==> src/rtl/fft_pkg.sv <==
`default_nettype none
// ============================================================================
// Module   : fft_pkg
// Brief    : Shared state encoding and butterfly address helper for the FFT AGU.
// Revision : 1.0
// ============================================================================
package fft_pkg;

    localparam int N_LOG2_DEF = 4;
    localparam int ADDR_W     = N_LOG2_DEF;
    localparam int TW_W       = N_LOG2_DEF - 1;
    localparam int MAX_AW     = 12;

    typedef enum logic [2:0] {
        IDLE  = 3'd0,
        ARM   = 3'd1,
        RUN   = 3'd2,
        DRAIN = 3'd3,
        DONE  = 3'd4
    } state_t;

    // Fields are sized for the largest legal transform; callers keep the low bits.
    typedef struct packed {
        logic [MAX_AW-1:0] addr0;
        logic [MAX_AW-1:0] addr1;
        logic [MAX_AW-1:0] tw;
    } bf_addr_t;

    function automatic bf_addr_t bf_addr(input int n_log2, input int s, input int b);
        int       span;
        int       grp;
        int       pos;
        int       a0;
        int       a1;
        int       tw;
        bf_addr_t r;
        span    = 1 << s;
        grp     = b >> s;
        pos     = b & (span - 1);
        a0      = (grp << (s + 1)) | pos;
        a1      = a0 + span;
        tw      = pos << (n_log2 - 1 - s);
        r.addr0 = a0[MAX_AW-1:0];
        r.addr1 = a1[MAX_AW-1:0];
        r.tw    = tw[MAX_AW-1:0];
        return r;
    endfunction

endpackage
`default_nettype wire

==> src/rtl/fft_delay_line.sv <==
`default_nettype none
// ============================================================================
// Module   : fft_delay_line
// Brief    : Fixed-depth shift register with synchronous clear.
// Revision : 1.0
// ============================================================================
module fft_delay_line #(
    parameter int DEPTH = 3,
    parameter int WIDTH = 1
) (
    input  logic             clk,
    input  logic             rst,
    input  logic [WIDTH-1:0] d,
    output logic [WIDTH-1:0] q
);

    logic [WIDTH-1:0] r_sr [DEPTH];

    always_ff @(posedge clk) begin
        if (rst) begin
            for (int i = 0; i < DEPTH; i++) begin
                r_sr[i] <= '0;
            end
        end else begin
            r_sr[0] <= d;
            for (int i = 1; i < DEPTH; i++) begin
                r_sr[i] <= r_sr[i-1];
            end
        end
    end

    assign q = r_sr[DEPTH-1];

endmodule
`default_nettype wire

==> src/rtl/fft_bf_agu.sv <==
`default_nettype none
// ============================================================================
// Module   : fft_bf_agu
// Brief    : Butterfly sequencer and read/twiddle/write address generator.
// Revision : 1.0
// ============================================================================
module fft_bf_agu #(
    parameter int N_LOG2 = fft_pkg::N_LOG2_DEF,
    parameter int RD_LAT = 1,
    parameter int ADDR_W = N_LOG2,
    parameter int TW_W   = N_LOG2 - 1
) (
    input  logic                      clk,
    input  logic                      rst,
    input  logic                      start,
    output logic                      busy,
    output logic                      done,
    output logic                      rd_en,
    output logic [ADDR_W-1:0]         rd_addr0,
    output logic [ADDR_W-1:0]         rd_addr1,
    output logic [TW_W-1:0]           tw_addr,
    output logic                      wr_en,
    output logic [ADDR_W-1:0]         wr_addr0,
    output logic [ADDR_W-1:0]         wr_addr1,
    output logic [$clog2(N_LOG2)-1:0] stage
);

    import fft_pkg::*;

    localparam int              c_SW      = $clog2(N_LOG2);
    localparam int              c_BW      = N_LOG2 - 1;
    localparam int              c_CW      = 3;
    localparam int              c_DW      = 1 + 2 * ADDR_W;
    localparam logic            c_SLOT    = 1'(RD_LAT % 2);
    // Gap between stages is RD_LAT+3 rounded up to keep issues on slot cycles.
    localparam logic [c_CW-1:0] c_GAP_M1  = c_CW'((((RD_LAT + 4) / 2) * 2) - 1);
    localparam logic [c_CW-1:0] c_WR_LAST = c_CW'(RD_LAT + 2);
    localparam logic [c_BW-1:0] c_B_LAST  = '1;
    localparam logic [c_SW-1:0] c_S_LAST  = c_SW'(N_LOG2 - 1);

    state_t            r_state;
    state_t            w_state_nx;
    logic              r_ph;
    logic [c_BW-1:0]   r_b;
    logic [c_BW-1:0]   w_b_nx;
    logic [c_BW-1:0]   w_iss_b;
    logic [c_SW-1:0]   r_stage;
    logic [c_SW-1:0]   w_stage_nx;
    logic [c_SW-1:0]   w_iss_stage;
    logic [c_CW-1:0]   r_cnt;
    logic [c_CW-1:0]   w_cnt_nx;
    logic              w_issue;
    logic              w_slot_nx;
    bf_addr_t          w_bf;
    logic              w_unused_bf;
    logic              r_rd_en;
    logic [ADDR_W-1:0] r_rd_addr0;
    logic [ADDR_W-1:0] r_rd_addr1;
    logic [TW_W-1:0]   r_tw;
    logic [c_DW-1:0]   w_wr_q;

    // Outputs are registered, so an issue decided now appears on the next (slot) cycle.
    always_comb begin
        w_state_nx  = r_state;
        w_b_nx      = r_b;
        w_stage_nx  = r_stage;
        w_cnt_nx    = r_cnt;
        w_issue     = 1'b0;
        w_iss_b     = r_b;
        w_iss_stage = r_stage;
        w_slot_nx   = (r_ph != c_SLOT);
        unique case (r_state)
            IDLE: begin
                if (start) begin
                    w_state_nx = ARM;
                    w_b_nx     = '0;
                    w_stage_nx = '0;
                end
            end
            ARM, RUN: begin
                if (w_slot_nx) begin
                    w_issue = 1'b1;
                    if (r_b == c_B_LAST) begin
                        w_state_nx = DRAIN;
                        w_cnt_nx   = '0;
                    end else begin
                        w_state_nx = RUN;
                        w_b_nx     = r_b + 1'b1;
                    end
                end
            end
            DRAIN: begin
                w_cnt_nx = r_cnt + 1'b1;
                if (r_stage != c_S_LAST) begin
                    if (r_cnt == c_GAP_M1) begin
                        w_issue     = 1'b1;
                        w_iss_stage = r_stage + 1'b1;
                        w_iss_b     = '0;
                        w_stage_nx  = r_stage + 1'b1;
                        w_b_nx      = c_BW'(1);
                        w_state_nx  = RUN;
                    end
                end else if (r_cnt == c_WR_LAST) begin
                    w_state_nx = DONE;
                end
            end
            DONE: begin
                w_state_nx = IDLE;
            end
            default: begin
                w_state_nx = IDLE;
            end
        endcase
        w_bf = bf_addr(N_LOG2, int'(w_iss_stage), int'(w_iss_b));
    end

    assign w_unused_bf = ^w_bf;

    always_ff @(posedge clk) begin
        if (rst) begin
            r_state    <= IDLE;
            r_ph       <= 1'b0;
            r_b        <= '0;
            r_stage    <= '0;
            r_cnt      <= '0;
            r_rd_en    <= 1'b0;
            r_rd_addr0 <= '0;
            r_rd_addr1 <= '0;
            r_tw       <= '0;
        end else begin
            r_state <= w_state_nx;
            r_ph    <= ~r_ph;
            r_b     <= w_b_nx;
            r_stage <= w_stage_nx;
            r_cnt   <= w_cnt_nx;
            r_rd_en <= w_issue;
            if (w_issue) begin
                r_rd_addr0 <= w_bf.addr0[ADDR_W-1:0];
                r_rd_addr1 <= w_bf.addr1[ADDR_W-1:0];
                r_tw       <= w_bf.tw[TW_W-1:0];
            end
        end
    end

    // RAM read latency plus the butterfly's two-cycle pipeline.
    fft_delay_line #(
        .DEPTH (RD_LAT + 2),
        .WIDTH (c_DW)
    ) u_wr_dly (
        .clk (clk),
        .rst (rst),
        .d   ({r_rd_en, r_rd_addr0, r_rd_addr1}),
        .q   (w_wr_q)
    );

    assign busy     = (r_state != IDLE);
    assign done     = (r_state == DONE);
    assign rd_en    = r_rd_en;
    assign rd_addr0 = r_rd_addr0;
    assign rd_addr1 = r_rd_addr1;
    assign tw_addr  = r_tw;
    assign stage    = r_stage;
    assign wr_en    = w_wr_q[c_DW-1];
    assign wr_addr0 = w_wr_q[2*ADDR_W-1:ADDR_W];
    assign wr_addr1 = w_wr_q[ADDR_W-1:0];

endmodule
`default_nettype wire
==> config.mk <==
export PLATFORM = sky130hd
export DESIGN_NAME = fft_bf_agu
export DESIGN_NICKNAME = d
export VERILOG_FILES = /design/src/rtl/fft_pkg.sv /design/src/rtl/fft_delay_line.sv /design/src/rtl/fft_bf_agu.sv
export SDC_FILE = /design/constraint.sdc
export NUM_CORES = 1
export LEC_CHECK = 0
export BUFFER_PORTS_ARGS = -buffer_cell sky130_fd_sc_hd__buf_2
export CAP_MARGIN = 20
export CORE_MARGIN = 2
export CORE_UTILIZATION = 50
export CTS_CLUSTER_DIAMETER = 200
export CTS_CLUSTER_SIZE = 12
export DETAILED_ROUTE_END_ITERATION = 7
export GPL_TIMING_DRIVEN = 0
export HOLD_SLACK_MARGIN = 0.06
export PLACE_DENSITY = 0.7
export SYNTH_ARGS = -nofsm -noshare
export SYNTH_HDL_FRONTEND = slang
export SYNTH_SLANG_ARGS = --single-unit
==> constraint.sdc <==
create_clock -name clk -period 9.4 [get_ports clk]
set_clock_uncertainty 0.15 [all_clocks]
set_input_delay 0.94 -clock clk [delete_from_list [all_inputs] [get_ports clk]]
set_output_delay 0.94 -clock clk [all_outputs]
set_load 0.01 [all_outputs]
* Word level (Yosys, flattened, before mapping)
Memories as Yosys holds them, arrays and structs flattened.
Cells that the tools add are included.
** Operators by class
- $add $sub $neg :: 7
- Muxes and demuxes :: 34
- Shifts and indexed selects :: 4
- Bitwise gates (word level) :: 6
- Equal/unequal tests :: 13
- Reduce and logical (&&, ||, !) cells :: 10
** Operators with widths (count)
- $mux W3 :: 15
- $and A4 B32 Y32 :: 1
- $shl A1 B2 Y32 const A :: 1
- $shl A32 B3 Y4 :: 1
- $shl A32 B32 Y3 :: 1
- $shr A3 B2 Y32 :: 1
- $sub A32 B2 Y32 const B :: 1
- $mux W9 :: 3
- $pmux W3 S3 :: 2
- $ne A2 B2 Y1 const B :: 7
- $eq A3 B2 Y1 const B :: 3
- $mux W2 :: 4
- $mux W1 :: 7
- $add A3 B1 Y3 const B :: 2
- $eq A3 B3 Y1 const B :: 2
- $pmux W3 S2 :: 1
- $reduce_and A3 Y1 :: 2
- $reduce_and A6 Y1 :: 1
- $reduce_bool A3 Y1 :: 2
- $add A4 B4 Y4 :: 1
- $or A4 B4 Y4 :: 1
- $pmux W2 S2 :: 1
- $reduce_bool A2 Y1 :: 2
- $add A2 B1 Y3 const B :: 1
- other kinds (9) :: 11
** Word-level totals
- Register bits :: 24
- Input port bits :: 3
- Word-level logic and storage cells :: 84
- Memories kept :: 1
- Output and inout port bits :: 25
- RAM bits :: 27
** Memories
- u_wr_dly.r_sr :: words 3, width 9, rd ports 3, clocked after memory_dff 0, wr ports 3, RTL line fft_delay_line.sv:17 : logic [WIDTH-1:0] r_sr [DEPTH];

* Logic depth before layout (Yosys ltp)
Gate-level depths: netlist of the first run.
- Depth after elaboration :: 9
- Depth in mapped cells :: 17
- Depth with buffers taken out :: 16

* Modules after synthesis
From an unflattened synthesis of the first run, not the netlist that was laid out.
** Second synthesis, totals
- Cells, all modules :: 256
- Area total of the unflattened synthesis :: 2407.3 um^2
** Modules (own cells, without submodules)
- fft_bf_agu :: area an instance 1590.3 um^2, instances 1, seq. area each 480.5 um^2, cells an instance 191
- fft_delay_line :: area an instance 817.0 um^2, instances 1, seq. area each 540.5 um^2, cells an instance 65

* Worst setup path after synthesis of the first run
No wires, ideal clock.
- Kind :: register to register
- From :: register r_stage[1], in the netlist stage[1]
- To :: register r_rd_addr1[3], in the netlist rd_addr1[3]
- Buffers on the path :: 0
- Cell stages (with the launch flop) :: 14
- Data required time :: 9.119 ns
- Arrival :: 3.259 ns
- Library setup time :: 0.131 ns
- Setup slack :: 5.860 ns
- Clock period less this slack :: 3.540 ns
- Cell sequence :: dfxtp_1 > ha_1 > and3b_4 > a21oi_1 > a21o_1 > inv_1 > ha_1 > o31ai_1 > ha_1 > a21o_1 > a21oi_1 > nand4_1 > o311ai_0 > nor3_1
** RTL lines
- from (decl) :: RTL line fft_bf_agu.sv:47 : logic [c_SW-1:0] r_stage;
- from (signal assigned) :: RTL line fft_bf_agu.sv:134 : r_stage <= w_stage_nx;
- to (signal assigned) :: RTL line fft_bf_agu.sv:139 : r_rd_addr1 <= w_bf.addr1[ADDR_W-1:0];
- to (decl) :: RTL line fft_bf_agu.sv:58 : logic [ADDR_W-1:0] r_rd_addr1;

==> results of run 1 <==
cells in the mapped netlist, types with 3 or more instances:
cell      count
nor2_1       22
buf_4         9
a22oi_1       5
o22ai_1       3
a21o_1        3
nand2b_1      3
a211oi_1      4
a21oi_1      11
nor3_1        5
nor2b_1      29
xnor2_1       3
ha_1         13
inv_1         7
nand2_1      22
nand3_1       6
clkbuf_1     10
o21ai_0       7
dfxtp_1      51
nand3b_1      4
worst paths after layout:
path	cells after the start	endpoint	startpoint
worst max-delay path	13	rd_addr1[3]	stage[1]
worst min-delay path	1	u_wr_dly.r_sr[0][26]	u_wr_dly.r_sr[0][17]
worst max register to register	13	rd_addr1[3]	stage[1]
worst min register to register	1	u_wr_dly.r_sr[0][26]	u_wr_dly.r_sr[0][17]
metrics by stage:
stage | cells | power [W] | utilization [%] | instance area (um2) | hold WS, ns
after global routing | 346 | 0.000450 | 57.6 | 2670 | 0.311
after floorplan | 257 | 0.000284 | - | 2360 | 0.264
after detailed placement | 338 | 0.000302 | 55.5 | 2570 | 0.275
after CTS | 346 | 0.000431 | 57.6 | 2670 | 0.298
final | 346 | 0.000430 | 57.6 | 2670 | 0.293
after global placement | 338 | 0.000301 | 55.5 | 2570 | 0.266
logic make-up after synthesis:
family,Yosys count,synth area share [%]
multiplexers,3,1.32
AO/OA/AOI/OAI,51,15.9
buffers and inverters,29,6.08
XOR/XNOR,3,1.11
AND/OR/NAND/NOR,106,24.7
adder cells (fa/ha/maj),14,7.73
flip-flops,51,43.2
power by group:
group          leakage (nW)  internal, W  switching (W)
Clock                0.0502    0.0000552      0.0000771
Combinational         0.658    0.0000258      0.0000372
Sequential            0.414     0.000227     0.00000695
Total                  1.12     0.000308       0.000121
per-layer routing:
layer	track usage, %	vias up
met5	0	-
met1	24.5	864
li1	-	952
met4	6.17	0
met3	3.73	10
met2	29.9	49
critical path, cell delays in order, from the launching register on:
cell      delay [ns]
dfxtp_1         0.54
ha_1            0.34
and3b_4         0.25
a21oi_1         0.21
a21o_1          0.32
inv_1           0.11
ha_1            0.43
o31ai_1         0.45
ha_1            0.31
a21o_1          0.16
a21oi_1         0.27
nand4_1         0.13
o311ai_0        0.14
nor3_1          0.11
area by class of cell:
class	instances	area (um2)	area share, %
multi-input combinational	177	1200	45.0
sequential	51	1020	38.3
timing repair buffer	27	135	5.07
buffer	21	114	4.27
clock buffer	5	68.8	2.58
tap	54	67.6	2.54
inverter	8	30.0	1.13
clock inverter	3	28.8	1.08
cell usage in the layout, fill, tap and decap left out, drive strengths merged, types with 2 or more instances in the layout:
cell | netlist | routed
a2111oi | 4 | 4
nor2 | 23 | 23
buf | 11 | 38
clkbuf | 10 | 15
o31ai | 2 | 2
o211ai | 2 | 2
a22oi | 5 | 5
and3b | 3 | 3
nor2b | 29 | 29
a21o | 3 | 3
ha | 13 | 13
nand3 | 6 | 6
nor4 | 2 | 2
o21ai | 8 | 8
mux2i | 2 | 2
inv | 8 | 9
nand3b | 5 | 5
dfxtp | 51 | 51
nor4b | 2 | 2
nor3 | 5 | 5
a21oi | 11 | 11
nand2b | 3 | 3
o22ai | 3 | 3
nand2 | 22 | 22
xnor2 | 3 | 3
a211oi | 4 | 4
clkinv | 0 | 2
state kept, by name, indices dropped and copies added (netlist names):
signal	count
u_wr_dly.r_sr	27
rd_addr0	4
rd_addr1	4
r_b	3
r_cnt	3
r_state	3
tw_addr	3
stage	2
r_ph	1
rd_en	1
==> results.cfg, run 1 <==
[finish]
area_growth_pct = 12.7
nets = 308
antenna_cells = 0
n_fill_cell = 437
layout-drive-gt1-share_pct = 18.5

[global_route]
antenna_found_initial = 0
grt_pass1_vias = 1635
grt_pass1_wl_mm = 7.69
grtUsageTotal_pct = 18.4
overflow = 0
grt_start_max_net_pins = 19

[clock_tree]
cts.sinks = 51
clkSlewWorstSetupHoldPaths_ns = 0.10
hold_buffers = 0
clock_path_buffers = 2
cts_buffers = 5
cts_resized = 0
clk_latency_ns = 0.30
cts_tree = built
htree_levels = 2
cts_root_buf = clkbuf_8
post_cts_buffers = 0

[route]
wl_met2_mm = 2.09
drt_iter0_markers = 108
wl_met3_um = 211
post_drt_wl_per_cell_um = 13.3
drc_errors = 0
highest_layer = met4
antenna_left = 0
wl_mm = 4.62
via_per_inst = 5.42
met1_length_mm = 2.23
vias = 1875
dr.pass1.iters = 4

[outcome]
outcome = finished clean

[sta]
min_period_ns = 4.02
fin_ws_ns = 5.38
worst_pin_slew_ns = 0.522
finalSetupViolations = 0
hold_viol = 0
finalCritPeriodShare_pct = 42.7
slew_headroom_pct = 65.2
rsz0062_at_grt = false
max_freq_ghz = 0.249
slew_violations = 0
fin_tns_setup_ns = 0

[setup_path]
cp.required_ns = 9.44
path_max_fanout = 9
crit_path_end_kind = register
r2r_setup_slack_ns = 5.38
worstPathArrival_ns = 4.06
worst-setup-path-type = reg2reg
startpoint_type = register

[min_path]
hold_path_class = reg2reg

[synthesis]
synthCells = 257
synth.top_cell.area_share_pct = 43.2
synth.net_count = 274
synth-main-ff-cell = dfxtp_1
syn_avg_cell_area_um2 = 9.20
synth_edf_count = 0
syn_area_mm2 = 0.00236
synth_area_leaders = dfxtp_1 43%, nor2b_1 7.7%, ha_1 6.9%
synth.largest_area_cell = dfxtp_1
synth-async-reset-ratio_pct = 0
ys_seq_area_share_pct = 43.2
ys_seq_elements = 51
ys_types = 53
yosys_warnings = 0

[place]
portBuffers = 27
finalWeightedCongestion = 0.936
hpwlAfterDp_mm = 3.52
pre_cts_slack_ns = 5.39

[pwr]
powerDensity_mw_per_mm2 = 161
power_leakage_nw = 1.12
peakVddDrop_mv = 0.0707

[floorplanning]
start_util_pct = 51.1
fp.dieH_um = 72.8
placement_rows = 25
die_w_um = 72.8
die-area_mm2 = 0.00530
core_mm2 = 0.00463
ioPinCount = 28

[run]
max_cap_violations = 0
Note: power is estimated with default switching activity, not from simulation.
==> run 2, diff against run 1 <==
Settings changed: PLACE_DENSITY 0.7 to 0.73.
Clock period 9.4 ns to 3.3 ns, I/O delays scaled along.
==> run 2 against run 1 <==
  * Maximum frequency increased by 27%
  * Sequential share of layout area down 2.8 points
  * First-iteration DRC count decreased by 32%
  * Clock power rose to 2.9 times the previous value
  * Critical path type unchanged
  * Global-route usage is 1.2 points higher
  * Non-clock buffer count is 11 higher
==> results.cfg, run 2 (synthesis gave the netlist of run 1 again) <==
[outcome]
outcome = finished clean

[floorplanning]
start_util_pct = 51.1
core_mm2 = 0.00463
die-area_mm2 = 0.00530
placement_rows = 25
die_w_um = 72.8
fp.dieH_um = 72.8
ioPinCount = 28

[setup_path]
startpoint_type = register
r2r-end = rd_addr1[3]
cp.required_ns = 3.36
reg2reg_from = stage[0]
slowest_stage = dfxtp_1
slowest_delay_ns = 0.46
crit_path_end_kind = register
cp_cell_sequence = ha_4, and2b_2, a2111oi_4, nor2_2, nor2_1, a21oi_2, o31ai_4, ha_1, a21o_1, a21oi_4, nand4_1, o311ai_2, nor3_1
r2r_setup_slack_ns = 0.14
rr_worst_depth = 13
crit_end = rd_addr1[3]
path_max_fanout = 6
worstPathArrival_ns = 3.22
worst-setup-path-type = reg2reg
critPathLaunch = stage[0]

[route]
dr.pass1.iters = 4
wl_mm = 5.08
via_per_inst = 5.44
antenna_left = 0
vias = 1941
drt_iter0_markers = 73
drc_errors = 0
post_drt_wl_per_cell_um = 14.2

[sta]
fin_ws_ns = 0.139
whs_ns = 0.107
max_freq_ghz = 0.316
hold_viol = 0
slew_headroom_pct = 62.9
finalCritPeriodShare_pct = 95.8
finalSetupViolations = 0
min_period_ns = 3.16
slew_violations = 0
worst_pin_slew_ns = 0.557

[finish]
antenna_cells = 0
layout-drive-gt1-share_pct = 28.4
largest-register = u_wr_dly.r_sr
area_growth_pct = 22.4
layout_common_cells = 48 x dfxtp_1, 29 x nor2b_1, 27 x buf_2
final_common_cell = dfxtp_1
nets = 319
largest_reg_flops = 27

[global_route]
overflow = 0
grtUsageTotal_pct = 19.6
grt_start_max_net_pins = 19
top_usage_layer = met2
grtUsageMet3_pct = 4.83
use_met2_pct = 31.5
antenna_found_initial = 0
met1_usage_pct = 24.8
grt_pass1_vias = 1710
grt_pass1_wl_mm = 7.96

[pwr]
netSwitchingPower_w = 0.000362
peakVddDrop_mv = 0.254
pwr-share-clk_pct = 30.3
power_leakage_nw = 1.19
switching_share_pct = 28.8
internal_power_w = 0.000893
powerDensity_mw_per_mm2 = 434
seqPwrFrac_pct = 53.3
combPwrFrac_pct = 16.4

[clock_tree]
cts_root_buf = clkbuf_8
cts.sinks = 51
clkSlewWorstSetupHoldPaths_ns = 0.10
cts_tree = built
clock_path_buffers = 2
cts_buffers = 5
clk_latency_ns = 0.31
htree_levels = 2

[place]
portBuffers = 27
hpwlAfterDp_mm = 3.56
pre_cts_slack_ns = -0.448
finalWeightedCongestion = 0.936

[run]
max_cap_violations = 0

[min_path]
hold_path_class = in2reg
-- run 2: changes by cell type in the layout (fill, tap and decap cells not counted), moves of 2 or more --
| cell | delta |
|---|---|
| a21oi_1 | -3 |
| ha_4 | +4 |
| ha_2 | +3 |
| ha_1 | -7 |
| dfxtp_1 | -3 |
| buf_4 | +11 |
| inv_6 | +2 |
| dfxtp_2 | +2 |
| a21oi_4 | +2 |
-- run 2: per-stage QoR --
stage	setup TNS [ns]	cell area, um2	power (W)	std cells	util, %
finish	0	2890	0.00125	357	62.5
global route	-0.0215	2890	0.00131	357	62.5
CTS	0	2770	0.00125	350	59.9
detailed placement	-0.868	2580	0.000865	338	55.8
global placement	-0.773	2580	0.000862	338	55.8
floorplan	0	2380	0.000813	257	-
-- run 2: worst max-delay path: cells and delay by family, from the launching register on --
family / cells / cell delay (ns)
simple gates: 5 / 0.75
compound gates: 6 / 1.20
flops: 1 / 0.46
fa+ha+maj: 2 / 0.48
-- run 2: final cells by class --
type	instances	area (um2)
well taps	54	67.6
clock buffers	5	68.8
clock inverters	3	26.3
multi-input cells	177	1340
flip-flops and latches	51	1030
plain buffers	20	109
repair buffers	39	228
fillers	404	1740
inverters	8	32.5
-- run 2: timing repair --
item,in CTS,in global routing
hold endpoints to repair,1,0
resized for setup,15,16
buffers inserted,3,8
gates cloned,0,0
pin swaps,4,10
endpoints found under the setup margin,4,4
hold buffers,1,0
-- run 2: how the worst min path moves through the flow --
stage | start | end | slack [ns] | depth (start not counted)
floorplan | rst | u_wr_dly.r_sr[0][5] | 0.26 | 1
global placement | u_wr_dly.r_sr[0][7] | u_wr_dly.r_sr[0][16] | 0.27 | 1
finish | rst | u_wr_dly.r_sr[0][5] | 0.11 | 2
global route | rst | u_wr_dly.r_sr[0][5] | 0.11 | 2
detailed placement | u_wr_dly.r_sr[0][7] | u_wr_dly.r_sr[0][16] | 0.27 | 1
CTS | rst | u_wr_dly.r_sr[0][5] | 0.09 | 2
-- run 2: power groups by stage --
stage               sequential (W)  clock, W  combinational (W)
finish                    0.000669  0.000380           0.000205
global route              0.000673  0.000408           0.000227
CTS                       0.000669  0.000386           0.000197
detailed placement        0.000683         0           0.000182
global placement          0.000682         0           0.000179
floorplan                 0.000684         0           0.000129
-- run 2: metal layers --
metal | wire length, um | part of all wire, %
met1 | 2330 | 46
met5 | 0 | 0
met3 | 299 | 5.9
met4 | 110 | 2.2
met2 | 2340 | 46
==> run 3, diff against run 2 <==
Settings changed: BUFFER_PORTS_ARGS -buffer_cell sky130_fd_sc_hd__buf_2 to -buffer_cell sky130_fd_sc_hd__buf_4.
==> run 3 against run 2 <==
  * Setup slack lost 0.036 ns
  * Die area unchanged
  * Sequential power barely moved
  * Critical path type unchanged
  * Largest power group unchanged
  * Highest routed layer unchanged
==> results.cfg, run 3 (synthesis gave the netlist of run 1 again) <==
[place]
portBuffers = 27
finalWeightedCongestion = 0.924
hpwlAfterDp_mm = 3.61
placed_cell_area_mm2 = 0.00265

[route]
antenna_left = 0
drc_errors = 0
wl_mm = 4.97
dr.pass1.iters = 5
drt_iter0_markers = 103
vias = 1957
via_per_inst = 5.53
post_drt_wl_per_cell_um = 14.0

[global_route]
antenna_found_initial = 0
overflow = 0
grtUsageTotal_pct = 19.5
top_usage_layer = met2
grtUsageMet3_pct = 4.97
use_met2_pct = 32.8
grt_pass1_vias = 1782
grt_start_max_net_pins = 18
met1_usage_pct = 24.8
grt_pass1_wl_mm = 8.05

[finish]
nets = 316
final_util_pct = 64.3
layout-drive-gt1-share_pct = 28.0
n_fill_cell = 360
largest-register = u_wr_dly.r_sr
register_area_mm2 = 0.00103
largest_reg_flops = 27
final_cell_area_mm2 = 0.00298
final_common_cell = dfxtp_1
multiInputGateArea_mm2 = 0.00135
area_growth_pct = 25.9
antenna_cells = 0
layout_common_cells = 49 x dfxtp_1, 44 x buf_4, 29 x nor2b_1

[setup_path]
path_max_fanout = 7
crit_top_cell = ha_4
slowest_delay_ns = 0.35
slowest_stage = dfxtp_2
cp.required_ns = 3.35
crit_path_end_kind = register
cp_cell_sequence = ha_4, ha_4, and3b_4, a21oi_4, a21o_1, inv_2, ha_4, nor4b_4, nor2_1, a21boi_1, ha_1, a21oi_2, buf_4, nand3_1, nor2_1, nor3_1
worstPathArrival_ns = 3.24
path_buf_inv = 2
worst-setup-path-type = reg2reg
startpoint_type = register
r2r_setup_slack_ns = 0.10
critical_path.top_delay_family = adder cells

[clock_tree]
cts_buffers = 5
cts.sinks = 51
clock_path_buffers = 2
cts_tree = built
cts_root_buf = clkbuf_8
htree_levels = 2
clkSlewWorstSetupHoldPaths_ns = 0.10
clk_latency_ns = 0.30

[pwr]
powerDensity_mw_per_mm2 = 446
power_leakage_nw = 1.19
peakVddDrop_mv = 0.186

[sta]
finalCritPeriodShare_pct = 96.9
hold_viol = 0
worst_pin_slew_ns = 0.530
finalSetupViolations = 0
min_period_ns = 3.20
max_freq_ghz = 0.313
fin_tns_setup_ns = 0
slew_violations = 0
slew_headroom_pct = 64.7

[floorplanning]
core_mm2 = 0.00463
die_w_um = 72.8
ioPinCount = 28
placement_rows = 25
fp.dieH_um = 72.8
start_util_pct = 51.1
die-area_mm2 = 0.00530

[min_path]
hold_path_class = in2reg

[run]
max_cap_violations = 0

[outcome]
outcome = finished clean
## run 3: where the power goes
group          internal (W)  switching [W]  leakage, nW
combinational      0.000100       0.000119        0.720
clock              0.000229       0.000213       0.0548
sequential         0.000647      0.0000218        0.415
total              0.000976       0.000353         1.19
## run 3: routing by layer
| layer | wire length, um | vias up |
|---|---|---|
| li1 | - | 975 |
| met1 | 2230 | 918 |
| met2 | 2380 | 57 |
| met3 | 304 | 7 |
| met4 | 53 | 0 |
| met5 | 0 | - |
## run 3: layout make-up
cell class	instances	area share [%]
well taps	54	2.27
multi-input cells	177	45.4
inverters	8	1.09
clock buffers	5	2.31
clock inverters	3	1.56
repair buffers	36	9.16
plain buffers	20	3.70
flip-flops and latches	51	34.5
## run 3: metrics by stage
step,hold WS (ns),instances,worst slack (ns),power [W]
finish,0.0719,354,0.103,0.00133
detailed placement,0.271,338,-0.435,0.000877
global route,0.0869,354,-0.0743,0.00138
CTS,0.0711,351,0.00634,0.00132
floorplan,0.263,257,0.00834,0.000813
global placement,0.266,338,-0.403,0.000871
## run 3: path summary, 6_finish.rpt
kind                        start              endpoint  cells past startpoint
max reg2reg              r_cnt[0]           rd_addr1[3]                     16
min                           rst   u_wr_dly.r_sr[0][5]                      2
min reg2reg  u_wr_dly.r_sr[0][11]  u_wr_dly.r_sr[0][20]                      1
max                      r_cnt[0]           rd_addr1[3]                     16
## run 3: timing repair
| action | in CTS | in global routing |
|---|---|---|
| gates cloned | 0 | 0 |
| setup endpoints to repair | 4 | 4 |
| buffers inserted | 4 | 4 |
| hold endpoints to repair | 1 | 0 |
| gates resized for setup | 10 | 23 |
| pin swaps | 4 | 13 |
| hold buffers | 1 | 0 |
